`src/rtl/sha256_msg_loader.sv`:
```
// sha256_msg_loader: streams a single-block message into a sha256 core, pads it, starts it and streams the digest out
module sha256_msg_loader #(
    parameter int TIMEOUT_CYCLES = 64
) (
    input  logic       i_clk,
    input  logic       i_rst,
    input  logic [7:0] s_data,
    input  logic       s_valid,
    input  logic       s_last,
    output logic       s_ready,
    output logic [7:0] m_data,
    output logic       m_valid,
    output logic       m_last,
    input  logic       m_ready,
    output logic [6:0] o_w_addr,
    output logic [7:0] o_data8,
    output logic       o_we,
    input  logic [7:0] i_core_data,
    input  logic       i_core_irq,
    output logic       o_busy,
    output logic       o_err
);
    localparam int TW = $clog2(TIMEOUT_CYCLES) + 1;

    typedef enum logic [3:0] {CLR0, IDLE, LOAD, PAD, START, WAIT, READ, CLR, DRAIN} state_t;

    state_t        state, state_n;
    logic [5:0]    cnt, len, idx;
    logic [4:0]    rd_idx;
    logic [TW-1:0] timer;
    logic          acc, hs, we_n, err_set, err_clr;
    logic [6:0]    addr_n;
    logic [7:0]    data_n, pad_byte;

    assign s_ready  = state inside {IDLE, LOAD, DRAIN};
    assign o_busy   = state != IDLE;
    assign acc      = s_valid & s_ready;
    assign hs       = (state == READ) & m_valid & m_ready;
    assign idx      = (state == IDLE) ? 6'd0 : cnt;
    // Padding byte for index cnt: 0x80 marker, zero fill, then the low two bytes of the bit length L*8 (L <= 55)
    assign pad_byte = (cnt == len)   ? 8'h80 :
                      (cnt == 6'd63) ? {len[4:0], 3'b000} :
                      (cnt == 6'd62) ? {7'd0, len[5]} : 8'h00;

    // State register
    always_ff @(posedge i_clk or posedge i_rst) begin
        if (i_rst) state <= CLR0;
        else       state <= state_n;
    end

    // Next state and the next core write (core write port is registered)
    always_comb begin
        state_n = state;
        we_n    = 1'b0;
        addr_n  = o_w_addr;
        data_n  = o_data8;
        err_set = 1'b0;
        err_clr = 1'b0;
        case (state)
            CLR0, CLR: begin
                we_n    = 1'b1;
                addr_n  = 7'd65;
                data_n  = 8'h00;
                state_n = IDLE;
            end
            IDLE, LOAD: if (acc) begin
                err_clr = state == IDLE;
                if (idx == 6'd55) begin
                    err_set = 1'b1;
                    state_n = s_last ? CLR : DRAIN;
                end else begin
                    we_n    = 1'b1;
                    addr_n  = 7'd63 - {1'b0, idx};
                    data_n  = s_data;
                    state_n = s_last ? PAD : LOAD;
                end
            end
            PAD: begin
                we_n    = 1'b1;
                addr_n  = 7'd63 - {1'b0, cnt};
                data_n  = pad_byte;
                state_n = (cnt == 6'd63) ? START : PAD;
            end
            START: begin
                we_n    = 1'b1;
                addr_n  = 7'd65;
                data_n  = 8'h01;
                state_n = WAIT;
            end
            WAIT: begin
                if (i_core_irq) begin
                    addr_n  = 7'd101;
                    state_n = READ;
                end else if (timer == TW'(TIMEOUT_CYCLES - 1)) begin
                    err_set = 1'b1;
                    state_n = CLR;
                end
            end
            READ: if (hs) begin
                addr_n  = 7'd100 - {2'b0, rd_idx};
                state_n = m_last ? CLR : READ;
            end
            DRAIN: state_n = (acc && s_last) ? CLR : DRAIN;
            default: state_n = CLR0;
        endcase
    end

    // Datapath: core write port, counters, digest output register and error flag
    always_ff @(posedge i_clk or posedge i_rst) begin
        if (i_rst) begin
            o_we     <= 1'b0;
            o_w_addr <= 7'd0;
            o_data8  <= 8'h00;
            cnt      <= 6'd0;
            len      <= 6'd0;
            timer    <= '0;
            rd_idx   <= 5'd0;
            m_valid  <= 1'b0;
            m_last   <= 1'b0;
            m_data   <= 8'h00;
            o_err    <= 1'b0;
        end else begin
            o_we     <= we_n;
            o_w_addr <= addr_n;
            o_data8  <= data_n;
            if ((state == IDLE || state == LOAD) && acc) begin
                cnt <= idx + 6'd1;
                len <= idx + 6'd1;
            end else if (state == PAD) begin
                cnt <= cnt + 6'd1;
            end
            timer <= (state == WAIT) ? timer + 1'b1 : '0;
            if (state != READ) begin
                rd_idx  <= 5'd0;
                m_valid <= 1'b0;
                m_last  <= 1'b0;
            end else if (!m_valid) begin
                m_valid <= 1'b1;
                m_data  <= i_core_data;
                m_last  <= rd_idx == 5'd31;
            end else if (m_ready) begin
                m_valid <= 1'b0;
                m_last  <= 1'b0;
                rd_idx  <= rd_idx + 5'd1;
            end
            if (err_set)      o_err <= 1'b1;
            else if (err_clr) o_err <= 1'b0;
        end
    end
endmodule

```
`config.mk`:
```
export PLATFORM = sky130hd
export DESIGN_NAME = sha256_msg_loader
export DESIGN_NICKNAME = d
export VERILOG_FILES = /design/src/rtl/sha256_msg_loader.sv
export SDC_FILE = /design/constraint.sdc
export NUM_CORES = 1
export LEC_CHECK = 0
export CAP_MARGIN = 30
export CORE_MARGIN = 2
export CORE_UTILIZATION = 53
export CTS_CLUSTER_SIZE = 10
export DETAILED_ROUTE_END_ITERATION = 12
export PLACE_DENSITY_LB_ADDON = 0.25
export SYNTH_ARGS = -nofsm -noshare
export SYNTH_HDL_FRONTEND = slang
export SYNTH_SLANG_ARGS = --single-unit
```
`constraint.sdc`:
```
create_clock -name i_clk -period 3.2 [get_ports i_clk]
set_input_delay 0.8 -clock i_clk [delete_from_list [all_inputs] [get_ports i_clk]]
set_output_delay 0.8 -clock i_clk [all_outputs]
set_load 0.005 [all_outputs]
```
==> results of run 1 <==
==> sequential cells by signal (all words and copies together) (netlist names) <==
| signal | count |
|---|---|
| cnt | 6 |
| len | 6 |
| m_data | 8 |
| m_last | 1 |
| m_valid | 1 |
| o_data8 | 8 |
| o_err | 1 |
| o_w_addr | 7 |
| o_we | 1 |
| rd_idx | 5 |
| state | 4 |
| timer | 7 |
==> cell type report <==
class | count | area (um^2)
fill | 454 | 1770
multi-input combinational | 231 | 1500
sequential | 55 | 1380
timing repair buffer | 59 | 581
tap | 72 | 90.1
clock buffer | 6 | 82.6
inverter | 10 | 37.5
clock inverter | 2 | 35.0
==> tightest hold or removal path: cells and delay by family, from the launching register on <==
| kind | cells | cell delay [ns] |
|---|---|---|
| flip-flops | 1 | 0.36 |
| AND/OR/NAND/NOR | 2 | 0.10 |
==> final timing paths <==
path,startpoint,end,slack [ns],cells past startpoint
setup / recovery,state[1],s_ready,0.48,5
hold / removal,o_data8[2],o_data8[2],0.48,2
setup reg to reg,state[3],o_w_addr[1],0.54,9
hold reg to reg,o_data8[2],o_data8[2],0.48,2
max in group asynchronous,i_rst,o_data8[4],1.75,3
min in group asynchronous,i_rst,o_w_addr[6],0.88,2
==> cells by family after synthesis <==
logic type / synth area share
xor gates and xnor gates: 0.0584
buffers and inverters: 0.0417
DFF: 0.459
muxes: 0.0525
adders and majority gates: 0.0325
and+or+nand+nor: 0.186
AOI/OAI and AO/OA: 0.170
==> layer usage <==
metal / part of all wire / wire length, um
met1: 0.43 / 3110
met2: 0.51 / 3710
met3: 0.050 / 363
met4: 0.014 / 104
met5: 0 / 0
==> where the power goes <==
| group | switching, mW | total (mW) | internal (mW) |
|---|---|---|---|
| sequential | 0.213 | 1.14 | 0.929 |
| clock | 0.229 | 0.483 | 0.254 |
| combinational | 0.886 | 1.76 | 0.875 |
| total | 1.33 | 3.38 | 2.06 |
==> synthesized netlist by cell type (all sizes together) (3+ instances only) <==
library cell | instances | area share
o21ai | 18 | 0.030
dfrtp | 55 | 0.46
xnor2 | 3 | 0.0088
and2 | 5 | 0.010
a31oi | 4 | 0.0083
mux2 | 14 | 0.053
a21oi | 20 | 0.033
ha | 7 | 0.029
buf | 11 | 0.019
clkbuf | 8 | 0.010
nor2 | 32 | 0.041
nand2b | 5 | 0.010
nand2 | 36 | 0.046
and3 | 5 | 0.010
nand3 | 13 | 0.022
inv | 10 | 0.013
o22ai | 6 | 0.013
a221oi | 5 | 0.017
xor2 | 17 | 0.050
==> per-stage QoR <==
step	cells	total power [mW]
floorplan	315	2.23
global placement	427	2.86
detailed placement	427	2.90
CTS	435	3.39
global route	435	3.64
finish	435	3.38
==> out/qor.csv, run 1 <==
stage,metric,value,unit
status,outcome,completed,
floorplanning,io pins,51,
drt,initial drt markers,126,
setup_path,CP required,2.40,ns
timing,hold slack,0.484,ns
drt,# DRC,0,
setup_path,crit path DAT,1.92,ns
yosys,Synth Warn #,0,
layout,design area,0.00370,mm^2
grt,GR Layer Usage met3,0.0420,
timing,minimum clock period,2.72,ns
yosys,Main synth FF type,dfrtp_1,
grt,largest net degree at the start of global routing,30,
placed_design,Port Buf Inserts,50,
timing,worst-margin pin slew,0.597,ns
power,VDD IR max,0.400,mV
timing,setup violators final,0,
layout,most frequent cells in the layout,"dfrtp_1, clkdlybuf4s50_1, nand2_1, nor2_1, a21oi_1",
grt,first-pass GRT wire length,12400,um
drt,final wirelength,7290,um
floorplanning,die width,79.3,um
timing,Slew Limit Fails,0,
clocking,post-CTS sizing,0,
drt,Post-DRT Antenna Nets,0,
setup_path,Worst Setup Start Kind,register,
yosys,Synth Area per Inst,9.53,um^2
run,Max Cap Viol,0,
yosys,"Seq/Total Area, Yosys",0.459,
setup_path,kind of critical path,register to output pin,
grt,Most Crowded Layer GR,met2,
clocking,Post CTS Setup Buffer Count,0,
timing,Setup WS post-layout,0.480,ns
yosys,Synth Net Count,344,
setup_path,Worst Setup End Kind,output pin,
yosys,post-synthesis async set-or-reset flop share,1.00,
setup_path,cells along the critical path,buf_4 > o21ai_0 > o21ai_0 > nor2_1 > clkdlybuf4s50_1,
clocking,number of buffers created by CTS,5,
grt,global route overflow,0,
clocking,# clock sinks,55,
layout,Final Util,0.676,
drt,WL/cell,16.7,um
clocking,CTS Hold Bufs,0,
floorplanning,Starting Density,0.548,
layout,Layout area overhead,23.3,%
timing,Layout Skew,0.00505,ns
layout,share of layout cells above drive strength 1,0.113,
setup_path,Buf/Inv on CP,2,
clocking,CTS tree,done,
setup_path,largest stage delay on the critical path,0.51,ns
floorplanning,FP Rows,27,
placed_design,dpl ws,0.485,ns
clocking,root buf cell,clkbuf_8,
yosys,Mapped Cells,315,
layout,"most common cell after layout, fill and taps aside",dfrtp_1,
yosys,"FF+latch count, synth",55,
setup_path,"Top cell by count, worst path",o21ai_0,
layout,Final nets,391,
power,Pleak,1.60,nW
clocking,Worst-Skew Late Latency,0.31,ns
grt,vias in the first global route,2579,
grt,Global Route met1 Usage,0.331,
min_path,worst hold-check path type,register to register,
drt,Via density,5.76,
grt,met2 usage,0.435,
setup_path,Crit-path slowest cell,clkdlybuf4s50_1,
grt,global-route usage over all layers,0.255,
setup_path,"delay-heaviest family, CP",buffers and inverters,
timing,Achievable Freq,0.368,GHz
drt,via count,2506,
floorplanning,die footprint,0.00628,mm^2
setup_path,"Max FO, Critical Path",11,
layout,diode count,0,
clocking,CTS H-tree depth,2,
grt,initial antenna violation count,0,
clocking,clock tree buffer depth,2,
floorplanning,core box area,0.00547,mm^2
drt,Pre-antenna DRT Iters,4,
power,pwr dens,914,mW/mm^2
yosys,"EDFF count, synth",0,
timing,Final Hold Fails,0,
placed_design,Placed Area,0.00358,mm^2
timing,RSZ-0062 raised after global routing,false,
timing,setup TNS,0,ns
clocking,"Clk pin slew, worst setup/hold paths",0.10,ns
placed_design,global placement routability congestion,0.890,
timing,slew margin rel.,0.601,
timing,part of the cycle the worst path needs,0.850,
yosys,Synth cell types,56,
yosys,synthesized area,0.00300,mm^2
floorplanning,die height,79.3,um
placed_design,DP HPWL,5410,um
Power figures use the tool's default switching activity.
==> run 2: changes to the inputs <==
Clock period 3.2 ns to 2.8 ns, I/O delays scaled along.
==> out/qor.csv, run 2 (synthesis results as in run 1) <==
stage,metric,value,unit,change
status,outcome,completed,,
run,Max Cap Viol,0,,unchanged
floorplanning,Starting Density,0.548,,unchanged
layout,Final nets,397,,+1.5%
layout,diode count,0,,unchanged
timing,part of the cycle the worst path needs,0.913,,
drt,initial drt markers,155,,+23%
setup_path,Worst Setup Start Kind,register,,
timing,setup violators final,0,,unchanged
power,total power,3.78,mW,+12%
clocking,Worst-Skew Late Latency,0.31,ns,about the same
setup_path,crit path DAT,1.86,ns,-0.06 ns
power,switch share,0.398,,+0.00568
layout,Fillers,455,,+0.22%
timing,Achievable Freq,0.391,GHz,
power,Comb power frac,0.544,,+0.024
power,Pleak,1.61,nW,+0.53%
power,Int Power,2.27,mW,+11%
clocking,number of buffers created by CTS,5,,unchanged
setup_path,"delay-heaviest family, CP",buffers and inverters,,
drt,final wirelength,7010,um,-3.8%
placed_design,Port Buf Inserts,50,,unchanged
clocking,CTS H-tree depth,2,,unchanged
timing,slew margin rel.,0.680,,+0.0788
floorplanning,io pins,51,,unchanged
floorplanning,core box area,0.00547,mm^2,unchanged
power,Clk pwr share,0.114,,-0.029
clocking,CTS tree,done,,
clocking,CTS Hold Bufs,0,,unchanged
placed_design,DP HPWL,5150,um,-4.7%
grt,vias in the first global route,2544,,-1.4%
layout,Largest regs,"m_data (8), o_data8 (8)",,
timing,setup TNS,0,ns,unchanged
grt,largest net degree at the start of global routing,27,,-10%
drt,Pre-antenna DRT Iters,4,,unchanged
timing,Layout Skew,0.0101,ns,+0.00504 ns
clocking,clock tree buffer depth,2,,unchanged
timing,RSZ-0062 raised after global routing,false,,
layout,Layout area overhead,23.8,%,
floorplanning,FP Rows,27,,unchanged
power,pwr dens,1020,mW/mm^2,+11%
layout,Final Util,0.679,,+0.00229
setup_path,CP required,2.10,ns,-0.30 ns
timing,worst-margin pin slew,0.476,ns,-0.122 ns
setup_path,"Max FO, Critical Path",16,,+5
timing,Setup WS post-layout,0.243,ns,-0.238 ns
placed_design,global placement routability congestion,0.917,,+3.1%
floorplanning,die footprint,0.00628,mm^2,unchanged
setup_path,Buf/Inv on CP,2,,unchanged
placed_design,cell count after placement,433,,+1.4%
clocking,post-CTS sizing,0,,unchanged
grt,global route overflow,0,,unchanged
floorplanning,die height,79.3,um,unchanged
drt,# DRC,0,,unchanged
clocking,# clock sinks,55,,unchanged
timing,Slew Limit Fails,0,,unchanged
setup_path,largest stage delay on the critical path,0.51,ns,about the same
grt,global-route usage over all layers,0.244,,-0.0109
layout,share of layout cells above drive strength 1,0.125,,+0.0117
layout,"most common cell after layout, fill and taps aside",dfrtp_1,,
placed_design,dpl ws,0.310,ns,-0.174 ns
setup_path,Worst Setup End Kind,output pin,,
layout,most frequent cells in the layout,"dfrtp_1, clkdlybuf4s50_1, nand2_1, nor2_1, a21oi_1",,
drt,via count,2555,,+2.0%
grt,initial antenna violation count,0,,unchanged
setup_path,cells along the critical path,buf_4 > xor2_1 > o21ai_0 > nor2_1 > clkdlybuf4s50_1,,
setup_path,Crit-path slowest cell,clkdlybuf4s50_1,,
clocking,root buf cell,clkbuf_8,,
clocking,Post CTS Setup Buffer Count,0,,unchanged
timing,minimum clock period,2.56,ns,
min_path,worst hold-check path type,register to register,,
drt,Via density,5.79,,+0.57%
grt,first-pass GRT wire length,12000,um,-3.4%
power,Seq pwr share,0.342,,+0.005
floorplanning,die width,79.3,um,unchanged
timing,Final Hold Fails,0,,unchanged
layout,final cell count without fillers,441,,+1.4%
power,switching power,1.50,mW,+13%
setup_path,kind of critical path,register to output pin,,
power,VDD IR max,0.519,mV,+30%
drt,WL/cell,15.9,um,-5.2%
clocking,"Clk pin slew, worst setup/hold paths",0.09,ns,about the same
drt,Post-DRT Antenna Nets,0,,unchanged
## run 2: cell count changes in the layout (fill, tap and decap cells not counted), sizes merged
cell and change:
buf +6, bufinv -1, clkinvlp +1
## run 2: cell type report
class | count | area, um^2 | share of cell area
multi-input cells | 231 | 1500 | 0.404
flip-flops and latches | 55 | 1380 | 0.370
repair buffers | 65 | 626 | 0.168
well taps | 72 | 90.1 | 0.0243
clock buffers | 6 | 72.6 | 0.0195
inverters | 10 | 37.5 | 0.0101
clock inverters | 2 | 12.5 | 0.00337
## run 2: worst reg2reg max path: stages (launching register included)
cell and delay [ns]:
dfrtp_1 0.42, nor2b_4 0.22, nand2_2 0.07, and2_1 0.16
ha_1 0.19, nand3b_1 0.13, nor2_1 0.12, a21o_1 0.20
a211oi_4 0.42, mux2_2 0.38
## run 2: stage by stage
stage	cell area, um^2	hold WS, ns
floorplan	3000	0.454
global placement	3630	0.461
detailed placement	3630	0.467
CTS	3710	0.491
global route	3710	0.534
finish	3710	0.477
## run 2: path summary, 6_finish.rpt
check                      startpoint          end  slack, ns  depth (start not counted)
setup / recovery             state[1]      s_ready       0.24                          5
hold / removal             o_data8[2]   o_data8[2]       0.48                          2
setup reg to reg             state[1]  o_w_addr[2]       0.37                          9
hold reg to reg            o_data8[2]   o_data8[2]       0.48                          2
max in group asynchronous       i_rst       cnt[2]       1.58                          3
min in group asynchronous       i_rst    m_data[2]       0.67                          2
## run 2: power groups by stage
stage / Clock, mW / Sequential [mW] / Combinational (mW)
after floorplan: 0 / 1.24 / 1.31
after global placement: 0 / 1.30 / 2.00
after detailed placement: 0 / 1.31 / 2.04
after CTS: 0.443 / 1.29 / 2.05
after global routing: 0.474 / 1.33 / 2.27
final: 0.432 / 1.29 / 2.05
## run 2: metal layers
layer / wire length [um] / part of all wire / vias up / track usage
li1: - / - / 1222 / -
met1: 3230 / 0.46 / 1248 / 0.336
met2: 3370 / 0.48 / 72 / 0.398
met3: 289 / 0.041 / 13 / 0.0330
met4: 122 / 0.017 / 0 / 0.0845
met5: 0 / 0 / - / 0
==> run 3: changes to the inputs <==
==> constraint.sdc (replaced) <==
create_clock -name i_clk -period 2.8 [get_ports i_clk]
set_input_delay 0.56 -clock i_clk [delete_from_list [all_inputs] [get_ports i_clk]]
set_output_delay 0.56 -clock i_clk [all_outputs]
set_load 0.005 [all_outputs]
==> out/qor.csv, run 3 (synthesis results as in run 1) <==
stage,metric,value,unit,change
status,outcome,completed,,
layout,Layout area overhead,23.7,%,about the same
floorplanning,Starting Density,0.548,,unchanged
drt,# DRC,0,,unchanged
power,Pleak,1.61,nW,-0.25%
setup_path,Worst Setup Start Kind,register,,
floorplanning,io pins,51,,unchanged
run,Max Cap Viol,0,,unchanged
grt,largest net degree at the start of global routing,27,,unchanged
timing,slew margin rel.,0.622,,-0.0582
min_path,worst hold-check path type,input port to asynchronous set/reset pin,,
timing,minimum clock period,2.48,ns,-0.0774 ns
layout,most frequent cells in the layout,"dfrtp_1, clkdlybuf4s50_1, nand2_1, nor2_1, a21oi_1",,
timing,RSZ-0062 raised after global routing,false,,
setup_path,R2R cell count,9,,unchanged
setup_path,kind of critical path,register to register,,
clocking,root buf cell,clkbuf_8,,
setup_path,Worst Setup End Kind,register,,
power,total power,3.92,mW,+4.0%
layout,Final Util,0.678,,about the same
clocking,Post CTS Setup Buffer Count,0,,unchanged
layout,design area,0.00371,mm^2,about the same
setup_path,CP required,3.00,ns,+0.90 ns
grt,first-pass GRT wire length,12500,um,+4.1%
setup_path,crit path DAT,2.68,ns,+0.82 ns
placed_design,dpl ws,0.304,ns,-0.00672 ns
clocking,"Clk pin slew, worst setup/hold paths",0.10,ns,about the same
floorplanning,die height,79.3,um,unchanged
timing,Slew Limit Fails,0,,unchanged
setup_path,r2r setup slk,0.32,ns,-0.05 ns
layout,share of layout cells above drive strength 1,0.113,,-0.0120
floorplanning,core box area,0.00547,mm^2,unchanged
clocking,post-CTS sizing,0,,unchanged
clocking,Worst-Skew Late Latency,0.31,ns,about the same
setup_path,Crit Reg-Reg Startpoint,state[1],,
floorplanning,die footprint,0.00628,mm^2,unchanged
timing,Layout Skew,0.00708,ns,-0.00301 ns
drt,WL/cell,16.6,um,+4.6%
clocking,clock tree buffer depth,2,,unchanged
drt,final wirelength,7240,um,+3.4%
layout,"most common cell after layout, fill and taps aside",dfrtp_1,,
floorplanning,FP Rows,27,,unchanged
clocking,# clock sinks,55,,unchanged
setup_path,Setup crit start,state[1],,
grt,initial antenna violation count,0,,unchanged
placed_design,Port Buf Inserts,50,,unchanged
power,pwr dens,1060,mW/mm^2,+4.0%
drt,initial drt markers,188,,+21%
floorplanning,die width,79.3,um,unchanged
placed_design,Placed Area,0.00358,mm^2,-1.4%
setup_path,"Max FO, Critical Path",7,,-9
clocking,number of buffers created by CTS,5,,unchanged
timing,setup TNS,0,ns,unchanged
layout,Final nets,392,,-1.3%
timing,Achievable Freq,0.403,GHz,+3.1%
timing,worst-margin pin slew,0.567,ns,+0.0917 ns
placed_design,DP HPWL,5310,um,+3.0%
timing,setup violators final,0,,unchanged
grt,global route overflow,0,,unchanged
drt,Pre-antenna DRT Iters,4,,unchanged
clocking,CTS H-tree depth,2,,unchanged
clocking,CTS Hold Bufs,0,,unchanged
timing,Final Hold Fails,0,,unchanged
layout,Largest regs,"m_data (8), o_data8 (8)",,
drt,Via density,5.72,,-1.2%
layout,Fillers,441,,-3.1%
placed_design,global placement routability congestion,0.921,,+0.38%
power,VDD IR max,0.521,mV,+0.39%
grt,global-route usage over all layers,0.253,,+0.00940
grt,vias in the first global route,2641,,+3.8%
layout,diode count,0,,unchanged
drt,via count,2496,,-2.3%
clocking,CTS tree,done,,
drt,Post-DRT Antenna Nets,0,,unchanged
timing,part of the cycle the worst path needs,0.886,,-0.0277
timing,Setup WS post-layout,0.320,ns,+0.0774 ns
## run 3: changes by cell type in the layout (fill, tap and decap cells not counted)
cell,change
buf_4,-4
buf_12,-1
clkinvlp_4,-1
bufinv_16,+2
clkinv_2,-1
## run 3: area by class of cell
class / count / area (um^2) / share of cell area
sequential: 55 / 1380 / 0.371
tap: 72 / 90.1 / 0.0243
inverter: 10 / 37.5 / 0.0101
clock inverter: 2 / 60.1 / 0.0162
timing repair buffer: 60 / 576 / 0.155
multi-input combinational: 231 / 1500 / 0.404
clock buffer: 6 / 72.6 / 0.0195
## run 3: where the power goes
group | switching, mW | internal [mW] | total (mW) | leakage [nW]
Sequential | 0.229 | 1.06 | 1.29 | 0.705
Combinational | 1.02 | 1.00 | 2.02 | 0.838
Clock | 0.256 | 0.357 | 0.613 | 0.0654
## run 3: through the flow
stage,instances,hold WS [ns]
global placement,428,0.457
detailed placement,428,0.471
CTS,436,0.447
finish,436,0.445
floorplan,315,0.454
global route,436,0.475
## run 3: worst max-delay path, stage by stage (launching register included)
cell	delay, ns
dfrtp_1	0.42
nor2b_4	0.21
nand2_2	0.07
and2_1	0.16
ha_1	0.24
nand3b_1	0.16
nor2_1	0.11
a21o_1	0.19
a211oi_4	0.43
mux2_2	0.38
## run 3: layer usage
metal / global-route usage / part of all wire / vias to the layer above
met5: 0 / 0 / -
met4: 0.0914 / 0.021 / 0
met3: 0.0489 / 0.050 / 17
met2: 0.425 / 0.50 / 80
met1: 0.327 / 0.43 / 1194
li1: - / - / 1205
## run 3: worst paths after layout
path | endpoint
max in group asynchronous | len[0]
max | o_w_addr[3]
max reg2reg | o_w_addr[3]
min in group i_clk | o_data8[1]
min reg2reg | o_data8[1]
min | m_data[5]
